### config.mk
export PLATFORM = sky130hd
export DESIGN_NAME = imm_encoder_flat
export DESIGN_NICKNAME = d
export VERILOG_FILES = /design/src/rtl/imm_encoder_if.sv /design/src/rtl/imm_encoder.sv /design/src/flat_wrapper.sv
export SDC_FILE = /design/constraint.sdc
export NUM_CORES = 1
export LEC_CHECK = 0
export CORE_UTILIZATION = 44
export DETAILED_ROUTE_END_ITERATION = 10
export HOLD_SLACK_MARGIN = 0.05
export PLACE_DENSITY_LB_ADDON = 0.3
export SYNTH_ARGS = -nofsm -noshare
export SYNTH_HDL_FRONTEND = slang
export SYNTH_SLANG_ARGS = --single-unit
### constraint.sdc
create_clock -name clk -period 2.5 [get_ports clk]
set_input_delay 0.5 -clock clk [delete_from_list [all_inputs] [get_ports clk]]
set_output_delay 0.5 -clock clk [all_outputs]
set_load 0.01 [all_outputs]
### src/rtl/imm_encoder_if.sv
// imm_encoder_if: request/response bundle for imm_encoder.
//   Request side : in_valid, in_ready, in_imm[31:0], in_sel[2:0], in_base[31:0]
//   Response side: out_valid, out_ready, out_inst[31:0], out_err
//   master: producer of requests / consumer of results (e.g. a generator or bench)
//   slave : the encoder itself
interface imm_encoder_if;
    logic        in_valid;
    logic        in_ready;
    logic [31:0] in_imm;
    logic [2:0]  in_sel;
    logic [31:0] in_base;
    logic        out_valid;
    logic        out_ready;
    logic [31:0] out_inst;
    logic        out_err;

    modport master (
        output in_valid, in_imm, in_sel, in_base, out_ready,
        input  in_ready, out_valid, out_inst, out_err
    );

    modport slave (
        input  in_valid, in_imm, in_sel, in_base, out_ready,
        output in_ready, out_valid, out_inst, out_err
    );
endinterface

### src/rtl/imm_encoder.sv
// imm_encoder: scatters a 32-bit immediate into a base instruction word using
// the RV32I immediate layouts (U/I/S/B/J/Zimm) and flags immediates that are
// not representable in the chosen format. Results are queued in a small
// in-order output FIFO.
//   clk       : clock, rising edge
//   rst       : synchronous active-high reset
//   bus       : imm_encoder_if.slave (request valid/ready, response valid/ready)
//   err_count : saturating count of accepted requests flagged as errors
module imm_encoder #(
    parameter int unsigned DEPTH = 2,
    parameter int unsigned CNT_W = 16
) (
    input  logic             clk,
    input  logic             rst,
    imm_encoder_if.slave     bus,
    output logic [CNT_W-1:0] err_count
);

    localparam int unsigned PW = (DEPTH > 1) ? $clog2(DEPTH) : 1;
    localparam int unsigned CW = $clog2(DEPTH + 1);

    typedef enum logic [2:0] {
        SEL_U = 3'b000,
        SEL_I = 3'b001,
        SEL_S = 3'b010,
        SEL_B = 3'b011,
        SEL_J = 3'b100,
        SEL_Z = 3'b101
    } sel_e;

    // ------------------------------------------------------------------
    // Combinational encoder
    // ------------------------------------------------------------------
    logic [31:0] w_imm;
    logic [31:0] w_enc;
    logic        w_err;
    logic        w_fit12;   // imm[31:11] all equal: fits signed 12 bits
    logic        w_fit13;   // imm[31:12] all equal: fits signed 13 bits
    logic        w_fit21;   // imm[31:20] all equal: fits signed 21 bits

    assign w_imm   = bus.in_imm;
    assign w_fit12 = (&w_imm[31:11]) | ~(|w_imm[31:11]);
    assign w_fit13 = (&w_imm[31:12]) | ~(|w_imm[31:12]);
    assign w_fit21 = (&w_imm[31:20]) | ~(|w_imm[31:20]);

    always_comb begin
        w_enc = bus.in_base;
        w_err = 1'b0;
        case (sel_e'(bus.in_sel))
            SEL_U: begin
                w_enc[31:12] = w_imm[31:12];
                w_err        = |w_imm[11:0];
            end
            SEL_I: begin
                w_enc[31:20] = w_imm[11:0];
                w_err        = ~w_fit12;
            end
            SEL_S: begin
                w_enc[31:25] = w_imm[11:5];
                w_enc[11:7]  = w_imm[4:0];
                w_err        = ~w_fit12;
            end
            SEL_B: begin
                w_enc[31]    = w_imm[12];
                w_enc[30:25] = w_imm[10:5];
                w_enc[11:8]  = w_imm[4:1];
                w_enc[7]     = w_imm[11];
                w_err        = w_imm[0] | ~w_fit13;
            end
            SEL_J: begin
                w_enc[31]    = w_imm[20];
                w_enc[30:21] = w_imm[10:1];
                w_enc[20]    = w_imm[11];
                w_enc[19:12] = w_imm[19:12];
                w_err        = w_imm[0] | ~w_fit21;
            end
            SEL_Z: begin
                w_enc[19:15] = w_imm[4:0];
                w_err        = |w_imm[31:5];
            end
            default: begin
                // Reserved selector: pass the base word through, flagged.
                w_err = 1'b1;
            end
        endcase
    end

    // ------------------------------------------------------------------
    // Output FIFO
    // ------------------------------------------------------------------
    logic [31:0]      r_mem_inst [DEPTH];
    logic             r_mem_err  [DEPTH];
    logic [PW-1:0]    r_wr_ptr;
    logic [PW-1:0]    r_rd_ptr;
    logic [CW-1:0]    r_count;
    logic [CNT_W-1:0] r_err_count;
    logic             w_full;
    logic             w_push;
    logic             w_pop;

    assign w_full        = (r_count == CW'(DEPTH));
    assign bus.in_ready  = ~w_full & ~rst;
    assign bus.out_valid = (r_count != '0);
    assign bus.out_inst  = r_mem_inst[r_rd_ptr];
    assign bus.out_err   = r_mem_err[r_rd_ptr];
    assign err_count     = r_err_count;

    assign w_push = bus.in_valid & bus.in_ready;
    assign w_pop  = bus.out_valid & bus.out_ready;

    always_ff @(posedge clk) begin
        if (rst) begin
            r_wr_ptr    <= '0;
            r_rd_ptr    <= '0;
            r_count     <= '0;
            r_err_count <= '0;
            // Storage is cleared so the head reads zero after reset.
            for (int unsigned i = 0; i < DEPTH; i++) begin
                r_mem_inst[i] <= '0;
                r_mem_err[i]  <= 1'b0;
            end
        end else begin
            if (w_push) begin
                r_mem_inst[r_wr_ptr] <= w_enc;
                r_mem_err[r_wr_ptr]  <= w_err;
                r_wr_ptr             <= r_wr_ptr + PW'(1);
                if (w_err && (r_err_count != '1)) begin
                    r_err_count <= r_err_count + CNT_W'(1);
                end
            end
            if (w_pop) begin
                r_rd_ptr <= r_rd_ptr + PW'(1);
            end
            if (w_push && !w_pop) begin
                r_count <= r_count + CW'(1);
            end else if (w_pop && !w_push) begin
                r_count <= r_count - CW'(1);
            end
        end
    end

endmodule

### src/flat_wrapper.sv
// flat-port wrapper written by rule: the top's interface ports become plain ports
module imm_encoder_flat 
#(
    parameter int unsigned DEPTH = 2,
    parameter int unsigned CNT_W = 16
)
  (clk, rst, err_count, bus_in_valid, bus_in_imm, bus_in_sel, bus_in_base, bus_out_ready, bus_in_ready, bus_out_valid, bus_out_inst, bus_out_err);
  imm_encoder_if bus_i ();
  input  logic clk;
  input  logic rst;
  output logic [CNT_W-1:0] err_count;
  input wire logic [$bits(bus_i.in_valid)-1:0] bus_in_valid;
  input wire logic [$bits(bus_i.in_imm)-1:0] bus_in_imm;
  input wire logic [$bits(bus_i.in_sel)-1:0] bus_in_sel;
  input wire logic [$bits(bus_i.in_base)-1:0] bus_in_base;
  input wire logic [$bits(bus_i.out_ready)-1:0] bus_out_ready;
  output wire logic [$bits(bus_i.in_ready)-1:0] bus_in_ready;
  output wire logic [$bits(bus_i.out_valid)-1:0] bus_out_valid;
  output wire logic [$bits(bus_i.out_inst)-1:0] bus_out_inst;
  output wire logic [$bits(bus_i.out_err)-1:0] bus_out_err;
  assign bus_i.in_valid = bus_in_valid;
  assign bus_i.in_imm = bus_in_imm;
  assign bus_i.in_sel = bus_in_sel;
  assign bus_i.in_base = bus_in_base;
  assign bus_i.out_ready = bus_out_ready;
  assign bus_in_ready = bus_i.in_ready;
  assign bus_out_valid = bus_i.out_valid;
  assign bus_out_inst = bus_i.out_inst;
  assign bus_out_err = bus_i.out_err;
  imm_encoder #(.DEPTH(DEPTH), .CNT_W(CNT_W)) u_core (.clk(clk), .rst(rst), .bus(bus_i), .err_count(err_count));
endmodule
# Yosys cells after proc, flatten, opt, wreduce, memory -nomap -nowiden
# Memories as Yosys holds them, arrays and structs flattened. A register that Yosys moved wholly into a read port is not among the register bits.
# Index checks and enable logic that the tools add are counted.
# op_classes
bitwise_logic	16
n_eq_ne	7
muxes	23
add_sub_neg	5
n_reduce_logical	21
# op_table
cell	count
$mux 32	1
$reduce_or 32->1	1
$pmux 7 s4	1
$reduce_or 27->1	1
$reduce_or 12->1	2
$reduce_and 21->1	1
$reduce_or 21->1	1
$pmux 5 s2	2
$reduce_and 20->1	1
$reduce_or 20->1	1
$add 16x1->16 const B	1
$ne 16x16->1 const B	1
$pmux 5 s3	1
$mux 1	14
$reduce_and 12->1	1
$not 1->1	8
$eq 3x2->1 const B	2
$eq 3x3->1 const B	2
$or 1x1->1	5
$pmux 1 s5	1
$mux 2	2
$reduce_bool 2->1	2
$reduce_or 2->1	2
$and 1x1->1	3
other kinds (11)	15
# word_totals
mem_bits_rw	66
out_inout_bits	51
register_bits	20
memories	2
elab_cells	78
# memory_table
memory	depth	width	read_ports	rd_clocked_by_memory_dff	wr	line	rtl
u_core.r_mem_inst	2	32	1	1	2	imm_encoder.sv:91	logic [31:0] r_mem_inst [DEPTH];
u_core.r_mem_err	2	1	1	1	2	imm_encoder.sv:92	logic r_mem_err [DEPTH];

# Depth between registers and ports, before layout
# Gate-level depths: netlist of run 1.
# logic_depth
word_depth	9
ltp_mapped	10
depth_no_buf	7

# Worst setup path before layout of run 1
# Ideal clock, no wire load.
# synth_timing
path_type	input-to-reg
start	input port rst
end	memory u_core.r_mem_err[0] (enable)
required_time_ns	2.109
path_buffers	2
setup_slack_ns	-0.201
setup_ns	0.391
path_stages	6
t_arrival_ns	2.311
path_cell_list	a21oi_1 -> and2_1 -> clkbuf_1 -> nand2_1 -> clkbuf_1 -> nand2_1
# synth_lines
element	line	rtl
start: declaration	flat_wrapper.sv:10	input logic rst;
end: declaration	imm_encoder.sv:92	

# Worst setup path after layout of run 1
# layout_timing
start	input port bus_in_imm[30]
end	register u_core.r_err_count[6] (netlist: u_core.err_count[6])
# layout_between
elab_chain_cells	8
# layout_rtl
element	line	rtl
start: declaration	flat_wrapper.sv:13	input wire logic [$bits(bus_i.in_imm)-1:0] bus_in_imm;
$reduce_or 20->1 / $reduce_or 12->1 (equally long branches)	imm_encoder.sv:43, imm_encoder.sv:44	
$not 1->1 (on tied branches)	imm_encoder.sv:43, imm_encoder.sv:44	
$or 1x1->1 (on tied branches)	imm_encoder.sv:43, imm_encoder.sv:44	
$not 1->1 (on tied branches)	imm_encoder.sv:68, imm_encoder.sv:75	
$or 1x1->1 (on tied branches)	imm_encoder.sv:68, imm_encoder.sv:75	
$pmux 1 s5 *	imm_encoder.sv:49	case (sel_e'(bus.in_sel))
$logic_and 1x1->1 *	imm_encoder.sv:127	if (w_err && (r_err_count != '1)) begin
$reduce_and 2->1 (no source line) *	n/a	
end signal: assignment	imm_encoder.sv:128	r_err_count <= r_err_count + CNT_W'(1);
end: declaration	imm_encoder.sv:96	logic [CNT_W-1:0] r_err_count;
# Every way passes the cells marked *; elsewhere a longest branch is shown, timed or not.
# A chain may end at the register's enable or synchronous reset.

==> impl_summary.log, run 1 <==
INFO  metric outcome = completed
INFO  metric critical_path.reg2reg.endpoint = u_core.err_count[6]$_SDFFE_PP0P_
INFO  metric grt_overflow = 0
INFO  metric antenna_cells_inserted = 0
INFO  metric timing.critical_path.fanout_max = 6
INFO  metric finish.utilization = 0.653
INFO  metric cts.htree.levels = 3
INFO  metric die-height = 103 µm
INFO  metric std_cell_rows = 36
INFO  metric hold_start = u_core.err_count[9]$_SDFFE_PP0P_
INFO  metric syn_to_final_growth = 42.2%
INFO  metric worst_margin_slew = 0.542 ns
INFO  metric crit_path_max_incr_delay = 0.54 ns
INFO  metric start_util = 0.459
INFO  metric setup_violation_total_in_the_final_timing_report = 0
INFO  metric start_kind = input pin
INFO  metric floorplan.core_area = 0.00986 mm²
INFO  metric worstPathArrival = 2.78 ns
INFO  metric postSynth.asyncResetShare = 0
INFO  metric hpwl = 8750 µm
INFO  metric min-delay-path-class = register to register
INFO  metric synthFlopType = edfxtp_1
INFO  metric gate_count_of_the_mapped_netlist = 449
INFO  metric fill_cells = 762
INFO  metric max-cap-violations = 0
INFO  metric ctsHoldBuffers = 0
INFO  metric floorplan.io_pins = 122
INFO  metric detail_route.wirelength = 13000 µm
INFO  metric pin_count_of_the_biggest_net_entering_global_routing = 34
INFO  metric design.die.area = 0.0107 mm²
INFO  metric drt-initial-drc-count = 204
INFO  metric finClkSkew = 0.0123 ns
INFO  metric critPathSlowestCell = or4_4
INFO  metric timing.fmax = 405 MHz
INFO  metric worst_hold_path.endpoint = u_core.err_count[9]$_SDFFE_PP0P_
INFO  metric power_density = 642 mW/mm²
INFO  metric dpl_worst_slack = -0.400 ns
INFO  metric p_leak = 0.00253 µW
INFO  metric grt_use_total = 0.239
INFO  metric maxSlewViolCount = 0
INFO  metric critical_path_required = 2.81 ns
INFO  metric drt_first_pass_iters = 5
INFO  metric fin_worst_hold_slack = 0.514 ns
INFO  metric synth-seq-cells = 87
INFO  metric yosys_warnings = 0
INFO  metric globalplace.congestion = 0.873
INFO  metric slew-limit-headroom = 0.629
INFO  metric synth_edf_count = 66
INFO  metric seq_area_frac_synth = 0.531
INFO  metric ff_latch_area = 0.00240 mm²
INFO  metric clkSlewWorstSetupHoldPaths = 0.09 ns
INFO  metric worst-r2r-setup-slack = 0.51 ns
INFO  metric fin_crit = 2.47 ns
INFO  metric worst_ir_drop_vdd = 0.289 mV
INFO  metric syn-mean-instance-area = 10.1 µm²
INFO  metric mappedNetlistArea = 0.00453 mm²
INFO  metric clockRootBuffer = clkbuf_8
INFO  metric multi_input_comb_area = 0.00207 mm²
INFO  metric report.final.hold_viol_count = 0
INFO  metric drt_drc_violations_left = 0
INFO  metric finalNetCount = 675
INFO  metric cts_made_buffers = 9
INFO  metric vias = 4151
INFO  metric setup.worst_path.end_class = register
INFO  metric number_of_antenna_violations_at_the_first_check_in_global_routing = 0
INFO  metric setup_slack = 0.0292 ns
INFO  metric avgViaCountPerCell = 5.61
INFO  metric fp.dieW = 103 µm
INFO  metric cts_buffer_depth = 2
INFO  metric grt_pass1_wl = 18900 µm
INFO  metric critical_setup_path_class = input pin to register
INFO  metric place.port_buffers = 121
INFO  metric r2r_cells = 7
INFO  metric cts_tree = done
INFO  metric min_delay_path_depth = 2
INFO  metric postRouteAntennaNets = 0
INFO  metric grt_pass1_vias = 3953
INFO  metric synth_fp_nets = 522
INFO  metric routedWlPerCell = 17.5 µm
INFO  metric reg2reg_from = u_core.err_count[3]$_SDFFE_PP0P_
INFO  metric insertion_delay = 0.37 ns
INFO  metric final.period_utilization = 0.988
INFO  metric synthDistinctLibCells = 45
INFO  metric post_route_cells_drive_above_1_share = 0.183
INFO  metric critical_path.cell_chain = clkdlybuf4s50_1, nand4_1, or3_1, nor3_1, or4_4, a31o_4, or4_1, a21oi_1
INFO  metric cts_sinks = 87
==> cells in the mapped netlist (4+ instances only) <==
cell | number | area share
a21oi_1 | 25 | 0.028
nand2_1 | 54 | 0.045
o21ai_0 | 22 | 0.024
o221ai_1 | 5 | 0.0097
and3_1 | 21 | 0.029
clkbuf_1 | 17 | 0.014
dfxtp_1 | 21 | 0.093
mux2_2 | 33 | 0.082
inv_1 | 8 | 0.0066
or2_2 | 4 | 0.0055
mux2i_1 | 10 | 0.022
edfxtp_1 | 66 | 0.44
or3_1 | 13 | 0.018
buf_1 | 5 | 0.0041
nand3_1 | 19 | 0.021
o22ai_1 | 9 | 0.012
nand4_1 | 6 | 0.0083
nor3_1 | 4 | 0.0044
nor2_1 | 60 | 0.050
nor4_1 | 6 | 0.0083
==> layer usage <==
metal  part of all wire  global-route usage  vias up
li1                   -                   -     1953
met1               0.41               0.296     1994
met3              0.070              0.0470       24
met4              0.025               0.115        0
met5                  0                   0        -
met2               0.49               0.400      180
==> repair_timing <==
action / CTS / global route
gates cloned: 0 / 3
buffers inserted: 0 / 1
pin swaps: 1 / 5
resized for setup: 0 / 17
setup endpoints to repair: 1 / 16
==> placed cells by master, fill, tap and decap left out, types with 3 or more instances in the layout <==
cell type,count
o221ai_1,5
nor2b_1,3
buf_12,3
clkbuf_8,9
clkdlybuf4s50_1,113
buf_4,42
dlymetal6s2s_1,8
edfxtp_1,66
nand4_1,6
nand3_1,18
and3_1,21
or3_1,13
o21ai_0,22
dfxtp_1,21
o22a_1,3
nor4_1,3
mux2_2,33
o22ai_1,8
a21oi_1,25
or2_2,4
inv_1,8
xor2_1,3
nor2_1,60
nand2_1,52
mux2i_1,10
nor3_1,4
==> critical path, delay by kind of cell <==
kind / cells / cell delay, ns
AND/OR/NAND/NOR: 5 / 1.30
AO/OA/AOI/OAI: 2 / 0.45
buffers and inverters: 1 / 0.52
==> area by class of cell <==
cell class / count / area share
Sequential cell: 87 / 0.373
Multi-Input combinational cell: 330 / 0.321
Timing Repair Buffer: 166 / 0.250
Tap cell: 133 / 0.0259
Clock buffer: 11 / 0.0204
Clock inverter: 5 / 0.00544
Inverter: 8 / 0.00466
==> power by group <==
part | switching (µW) | internal [µW] | total (µW)
Combinational | 656 | 798 | 1450
Clock | 521 | 364 | 885
Sequential | 64.9 | 1730 | 1790
Total | 1240 | 2890 | 4130
==> kinds of logic after synthesis <==
| family | after synthesis | synth area share |
|---|---|---|
| compound gates | 75 | 0.102 |
| xor+xnor | 5 | 0.00968 |
| fa+ha+maj | 2 | 0.00553 |
| buf+inv | 35 | 0.0323 |
| flops | 87 | 0.531 |
| mux | 44 | 0.107 |
| simple gates | 201 | 0.213 |
==> metrics by stage <==
step                setup TNS (ns)  std cells  power [µW]  cell area, µm²
floorplan                        0        449        2520            4530
global placement             -5.09        720        3210            6160
detailed placement           -6.15        720        3250            6160
CTS                              0        736        4130            6330
global route               -0.0333        740        4320            6440
finish                           0        740        4130            6440
==> worst max path at each step <==
stage	startpoint	to	slack (ns)
after detailed placement	bus_in_imm[31]	u_core.err_count[6]$_SDFFE_PP0P_	-0.40
after CTS	bus_in_imm[31]	u_core.err_count[6]$_SDFFE_PP0P_	0.01
after global routing	bus_in_imm[22]	u_core.err_count[10]$_SDFFE_PP0P_	-0.03
final	bus_in_imm[30]	u_core.err_count[6]$_SDFFE_PP0P_	0.03
after global placement	bus_in_imm[25]	u_core.err_count[6]$_SDFFE_PP0P_	-0.37
after floorplan	rst	u_core.r_mem_err[0]$_SDFFCE_PN0P_	0.1
==> sequential cells by signal (all words and copies together), names as in the netlist, named ones only <==
name,cells
u_core.r_wr_ptr,1
u_core.err_count,16
u_core.r_mem_err,2
u_core.r_count,2
u_core.r_mem_inst,64
u_core.r_rd_ptr,1
No activity file was read; power rests on OpenSTA's default activity.
==> run 2, diff against run 1 <==
Settings changed: CORE_UTILIZATION 44 to 45, CTS_BUF_LIST set to sky130_fd_sc_hd__clkbuf_2 sky130_fd_sc_hd__clkbuf_4 sky130_fd_sc_hd__clkbuf_8.
==> impl_summary.log, run 2 (synthesized netlist as in run 1, its figures left out) <==
INFO  metric cpLargestDelayFamily = simple AND/OR/NAND/NOR gates
INFO  metric outcome = completed
INFO  metric number_of_antenna_violations_at_the_first_check_in_global_routing = 0 (unchanged)
INFO  metric avgViaCountPerCell = 5.56 (-0.97%)
INFO  metric cts_buffer_depth = 2 (unchanged)
INFO  metric max-cap-violations = 0 (unchanged)
INFO  metric layout.cell_area.non_filler = 0.00653 mm² (+1.4%)
INFO  metric dpl_worst_slack = -0.372 ns (+0.0276 ns)
INFO  metric power_density = 668 mW/mm² (+4.1%)
INFO  metric crit_path_max_incr_delay = 0.50 ns (-0.04 ns)
INFO  metric cts_sinks = 87 (unchanged)
INFO  metric largest_register_ffs = 64 (unchanged)
INFO  metric hpwl = 8770 µm (+0.21%)
INFO  metric grt_pass1_wl = 18800 µm (-0.73%)
INFO  metric drt_drc_violations_left = 0 (unchanged)
INFO  metric grt_overflow = 0 (unchanged)
INFO  metric grt_use_total = 0.238 (-0.000763)
INFO  metric pin_count_of_the_biggest_net_entering_global_routing = 29 (-15%)
INFO  metric report.final.hold_viol_count = 0 (unchanged)
INFO  metric fin_crit = 2.47 ns (+0.00378 ns)
INFO  metric setup_slack = 0.0254 ns (-0.00378 ns)
INFO  metric final.period_utilization = 0.990 (+0.00151)
INFO  metric critPathSlowestCell = clkdlybuf4s50_1
INFO  metric setup_violation_total_in_the_final_timing_report = 0 (unchanged)
INFO  metric timing.fmax = 404 MHz (-0.15%)
INFO  metric post_route_cells_drive_above_1_share = 0.194 (+0.0109)
INFO  metric placedInstanceArea = 0.00620 mm² (+0.69%)
INFO  metric setup_repair_after_global_routing_missed_its_margin = yes
INFO  metric routedWlPerCell = 16.9 µm (-3.5%)
INFO  metric place.port_buffers = 121 (unchanged)
INFO  metric die-height = 102 µm (-1.1%)
INFO  metric insertion_delay = 0.36 ns (about the same)
INFO  metric cts_made_buffers = 9 (unchanged)
INFO  metric syn_to_final_growth = 44.3%
INFO  metric min-delay-path-class = register to register
INFO  metric max_flop_register = u_core.r_mem_inst
INFO  metric critical_setup_path_class = input pin to register
INFO  metric worst_margin_slew = 0.403 ns (-0.139 ns)
INFO  metric cts.htree.levels = 3 (unchanged)
INFO  metric std_cell_rows = 36 (unchanged)
INFO  metric fp.dieW = 102 µm (-1.1%)
INFO  metric slew-limit-headroom = 0.732 (+0.102)
INFO  metric critical_path.cell_chain = clkdlybuf4s50_1, buf_4, nand4_1, or3_4, a211oi_2, a211o_1, nand3_2, and3_1, mux2_1
INFO  metric finClkSkew = 0.0198 ns (+0.00746 ns)
INFO  metric critical_path_required = 2.74 ns (-0.07 ns)
INFO  metric postRouteAntennaNets = 0 (unchanged)
INFO  metric setup.worst_path.end_class = register
INFO  metric clockRootBuffer = clkbuf_8
INFO  metric globalplace.congestion = 0.844 (-3.3%)
INFO  metric clkSlewWorstSetupHoldPaths = 0.11 ns (+0.02 ns)
INFO  metric vias = 4122 (-0.70%)
INFO  metric grt_pass1_vias = 3885 (-1.7%)
INFO  metric drt_first_pass_iters = 5 (unchanged)
INFO  metric design.die.area = 0.0105 mm² (-2.2%)
INFO  metric start_kind = input pin
INFO  metric p_leak = 0.00254 µW (+0.60%)
INFO  metric critPathBufInv = 2 (+1)
INFO  metric timing.critical_path.fanout_max = 4 (-2)
INFO  metric mostFrequentLayoutCells = clkdlybuf4s50_1, edfxtp_1, nor2_1
INFO  metric cts_tree = done
INFO  metric start_util = 0.463 (+0.00423)
INFO  metric fill_cells = 783 (+2.8%)
INFO  metric drt-initial-drc-count = 150 (-26%)
INFO  metric post-layout-total-power = 4360 µW (+5.6%)
INFO  metric floorplan.io_pins = 122 (unchanged)
INFO  metric worstPathArrival = 2.71 ns (-0.07 ns)
INFO  metric finalSetupTns = 0 ns (unchanged)
INFO  metric antenna_cells_inserted = 0 (unchanged)
INFO  metric finalNetCount = 677 (+0.30%)
INFO  metric worst_ir_drop_vdd = 0.294 mV (+1.8%)
INFO  metric floorplan.core_area = 0.00977 mm² (-0.91%)
INFO  metric final_common_cell = clkdlybuf4s50_1
INFO  metric maxSlewViolCount = 0 (unchanged)
INFO  metric detail_route.wirelength = 12600 µm (-3.3%)
-- run 2: repair_timing --
action | CTS | global route
hold buffers | 0 | 0
gates resized for setup | 0 | 16
buffers inserted | 0 | 1
setup endpoints to repair | 0 | 16
-- run 2: layer usage --
layer	track usage	share of wire	vias to the layer above	wire length [µm]
met3	0.0431	0.068	16	852
met5	0	0	-	0
met1	0.314	0.43	1986	5440
met4	0.0967	0.015	0	187
li1	-	-	1962	-
met2	0.388	0.48	158	6080
-- run 2: path summary, 6_finish.rpt --
path	cells after the start	slack, ns	to	startpoint
setup reg to reg	7	0.51	u_core.err_count[6]$_SDFFE_PP0P_	u_core.err_count[6]$_SDFFE_PP0P_
setup / recovery	9	0.03	u_core.err_count[10]$_SDFFE_PP0P_	bus_in_imm[25]
hold reg to reg	2	0.52	u_core.err_count[5]$_SDFFE_PP0P_	u_core.err_count[5]$_SDFFE_PP0P_
hold / removal	2	0.52	u_core.err_count[5]$_SDFFE_PP0P_	u_core.err_count[5]$_SDFFE_PP0P_
-- run 2: power breakdown --
group,switching (µW),internal (µW)
Sequential,64.6,1730
Combinational,645,807
Clock,539,579
-- run 2: layout make-up --
class / count / area (µm²) / area share
clock inverter: 7 / 104 / 0.0159
inverter: 8 / 30.0 / 0.00460
clock buffer: 9 / 124 / 0.0190
sequential: 87 / 2400 / 0.368
tap: 133 / 166 / 0.0255
multi-input combinational: 328 / 2060 / 0.316
timing repair buffer: 170 / 1640 / 0.251
-- run 2: worst register-to-register path, stage by stage, from the launching register on --
cell and delay [ns]:
dfxtp_1 0.35, and4_1 0.25, and4_1 0.26, nand3_1 0.11
nand2_1 0.13, a31o_4 0.28, or4_1 0.40, a21oi_1 0.14
-- run 2: per-stage QoR --
step / std cells / hold WS [ns] / utilization
6_report: 742 / 0.519 / 0.668
5_1_grt: 742 / 0.535 / 0.668
4_1_cts: 740 / 0.516 / 0.658
3_5_place_dp: 724 / 0.499 / 0.635
3_3_place_gp: 724 / 0.478 / 0.635
2_1_floorplan: 449 / 0.467 / -
==> run 3, diff against run 2 <==
Settings changed: CORE_UTILIZATION 45 to 50.
Clock period 2.5 ns to 2.65 ns, I/O delays scaled along.
==> impl_summary.log, run 3 (synthesized netlist as in run 1, its figures left out) <==
INFO  metric ctsHoldBuffers = 0 (unchanged)
INFO  metric start_util = 0.517 (+0.0534)
INFO  metric cts_sinks = 87 (unchanged)
INFO  metric cts_buffer_depth = 2 (unchanged)
INFO  metric placedInstanceArea = 0.00615 mm² (-0.91%)
INFO  metric finalNetCount = 675 (-0.30%)
INFO  metric cts_made_buffers = 9 (unchanged)
INFO  metric drt-initial-drc-count = 196 (+31%)
INFO  metric final_common_cell = clkdlybuf4s50_1
INFO  metric finalSetupTns = 0 ns (unchanged)
INFO  metric std_cell_rows = 34 (-5.6%)
INFO  metric power_density = 642 mW/mm² (-3.9%)
INFO  metric timing.critical_path.fanout_max = 27 (+23)
INFO  metric routedWlPerCell = 17.0 µm (+0.42%)
INFO  metric design.die.area = 0.00944 mm² (-9.8%)
INFO  metric globalRouteMet1Util = 0.335 (+0.0210)
INFO  metric syn_to_final_growth = 40.7%
INFO  metric postRouteAntennaNets = 0 (unchanged)
INFO  metric floorplan.io_pins = 122 (unchanged)
INFO  metric place.port_buffers = 121 (unchanged)
INFO  metric final.period_utilization = 0.953
INFO  metric grt_use_total = 0.259 (+0.0207)
INFO  metric antenna_cells_inserted = 0 (unchanged)
INFO  metric min-delay-path-class = register to register
INFO  metric max-cap-violations = 0 (unchanged)
INFO  metric grt_pass1_wl = 19200 µm (+2.5%)
INFO  metric pin_count_of_the_biggest_net_entering_global_routing = 28 (-3.4%)
INFO  metric timing.fmax = 396 MHz
INFO  metric setup_violation_total_in_the_final_timing_report = 0 (unchanged)
INFO  metric critical_setup_path_class = input pin to register
INFO  metric vias = 4045 (-1.9%)
INFO  metric largest_register_ffs = 64 (unchanged)
INFO  metric fin_worst_hold_slack = 0.509 ns (-0.00980 ns)
INFO  metric most_utilized_layer_in_the_global_route_result = met2
INFO  metric die-height = 97.2 µm (-5.0%)
INFO  metric report.final.hold_viol_count = 0 (unchanged)
INFO  metric critical_path_required = 2.95 ns (+0.21 ns)
INFO  metric fin_crit = 2.53 ns
INFO  metric floorplan.core_area = 0.00876 mm² (-10%)
INFO  metric grt_overflow = 0 (unchanged)
INFO  metric groute.layer.met3.usage = 0.0424 (-0.000646)
INFO  metric cts_resized = 0 (unchanged)
INFO  metric number_of_antenna_violations_at_the_first_check_in_global_routing = 0 (unchanged)
INFO  metric start_kind = input pin
INFO  metric cts_tree = done
INFO  metric setup_repair_after_global_routing_missed_its_margin = no
INFO  metric cts.htree.levels = 3 (unchanged)
INFO  metric clkSlewWorstSetupHoldPaths = 0.10 ns (about the same)
INFO  metric drt_drc_violations_left = 0 (unchanged)
INFO  metric worst_ir_drop_vdd = 0.314 mV (+6.7%)
INFO  metric maxSlewViolCount = 0 (unchanged)
INFO  metric max_flop_register = u_core.r_mem_inst
INFO  metric globalplace.congestion = 0.866 (+2.6%)
INFO  metric avgViaCountPerCell = 5.66 (+1.8%)
INFO  metric insertion_delay = 0.36 ns (about the same)
INFO  metric met2_usage_in_global_routing = 0.434 (+0.0462)
INFO  metric drt_first_pass_iters = 5 (unchanged)
INFO  metric post-cts-setup-buffer-count = 0 (unchanged)
INFO  metric slew-limit-headroom = 0.608 (-0.123)
INFO  metric hpwl = 8670 µm (-1.2%)
INFO  metric finClkSkew = 0.0134 ns (-0.00636 ns)
INFO  metric fp.dieW = 97.2 µm (-5.0%)
INFO  metric worst_margin_slew = 0.573 ns (+0.170 ns)
INFO  metric outcome = completed
INFO  metric clockRootBuffer = clkbuf_8
INFO  metric worstPathArrival = 2.83 ns (+0.12 ns)
INFO  metric layout.cell_area.non_filler = 0.00637 mm² (-2.4%)
INFO  metric grt_pass1_vias = 4005 (+3.1%)
INFO  metric detail_route.wirelength = 12200 µm (-3.2%)
INFO  metric setup.worst_path.end_class = register
INFO  metric post_route_cells_drive_above_1_share = 0.175 (-0.0191)
INFO  metric mostFrequentLayoutCells = clkdlybuf4s50_1, edfxtp_1, nor2_1
INFO  metric p_leak = 0.00248 µW (-2.7%)
run 3: final timing paths:
path | depth (start not counted) | end | slack (ns) | from
setup / recovery | 8 | u_core.err_count[6]$_SDFFE_PP0P_ | 0.12 | bus_in_imm[12]
hold / removal | 2 | u_core.err_count[6]$_SDFFE_PP0P_ | 0.51 | u_core.err_count[6]$_SDFFE_PP0P_
setup reg to reg | 7 | u_core.r_count[1]$_SDFFE_PP0P_ | 0.65 | u_core.r_count[0]$_SDFFE_PP0P_
hold reg to reg | 2 | u_core.err_count[6]$_SDFFE_PP0P_ | 0.51 | u_core.err_count[6]$_SDFFE_PP0P_
run 3: final cells by class:
type                            instances  area (µm²)
Inverter                                8        30.0
Clock buffer                            9         124
Clock inverter                          7         100
Fill cell                             649        2390
Timing Repair Buffer                  169        1600
Tap cell                              108         135
Multi-Input combinational cell        327        1980
Sequential cell                        87        2400
run 3: per-stage QoR:
| stage | power [µW] | std cells | setup WS, ns | utilization |
|---|---|---|---|---|
| after floorplan | 2380 | 449 | 0.220 | - |
| after global placement | 3010 | 699 | -0.172 | 0.701 |
| after detailed placement | 3050 | 699 | -0.248 | 0.701 |
| after CTS | 4090 | 715 | 0.129 | 0.727 |
| after global routing | 4260 | 715 | 0.0339 | 0.727 |
| final | 4090 | 715 | 0.124 | 0.727 |
run 3: report_power, final:
part	leakage [µW]	switching, µW	total (µW)	internal, µW
registers	0.000860	60.8	1690	1630
clock network	0.000110	515	1060	542
logic	0.00150	604	1340	738
total	0.00248	1180	4090	2910
run 3: critical path, stage by stage:
cell             delay (ns)
clkdlybuf4s50_1        0.53
nor4_1                 0.07
nand2_1                0.17
nor3_1                 0.08
or4_4                  0.53
a31o_4                 0.34
or4_1                  0.41
a21oi_1                0.15
run 3: routing by layer:
metal  part of all wire  wire length [µm]
met1               0.42              5060
met2               0.49              6010
met3              0.071               863
met4              0.018               221
met5                  0                 0
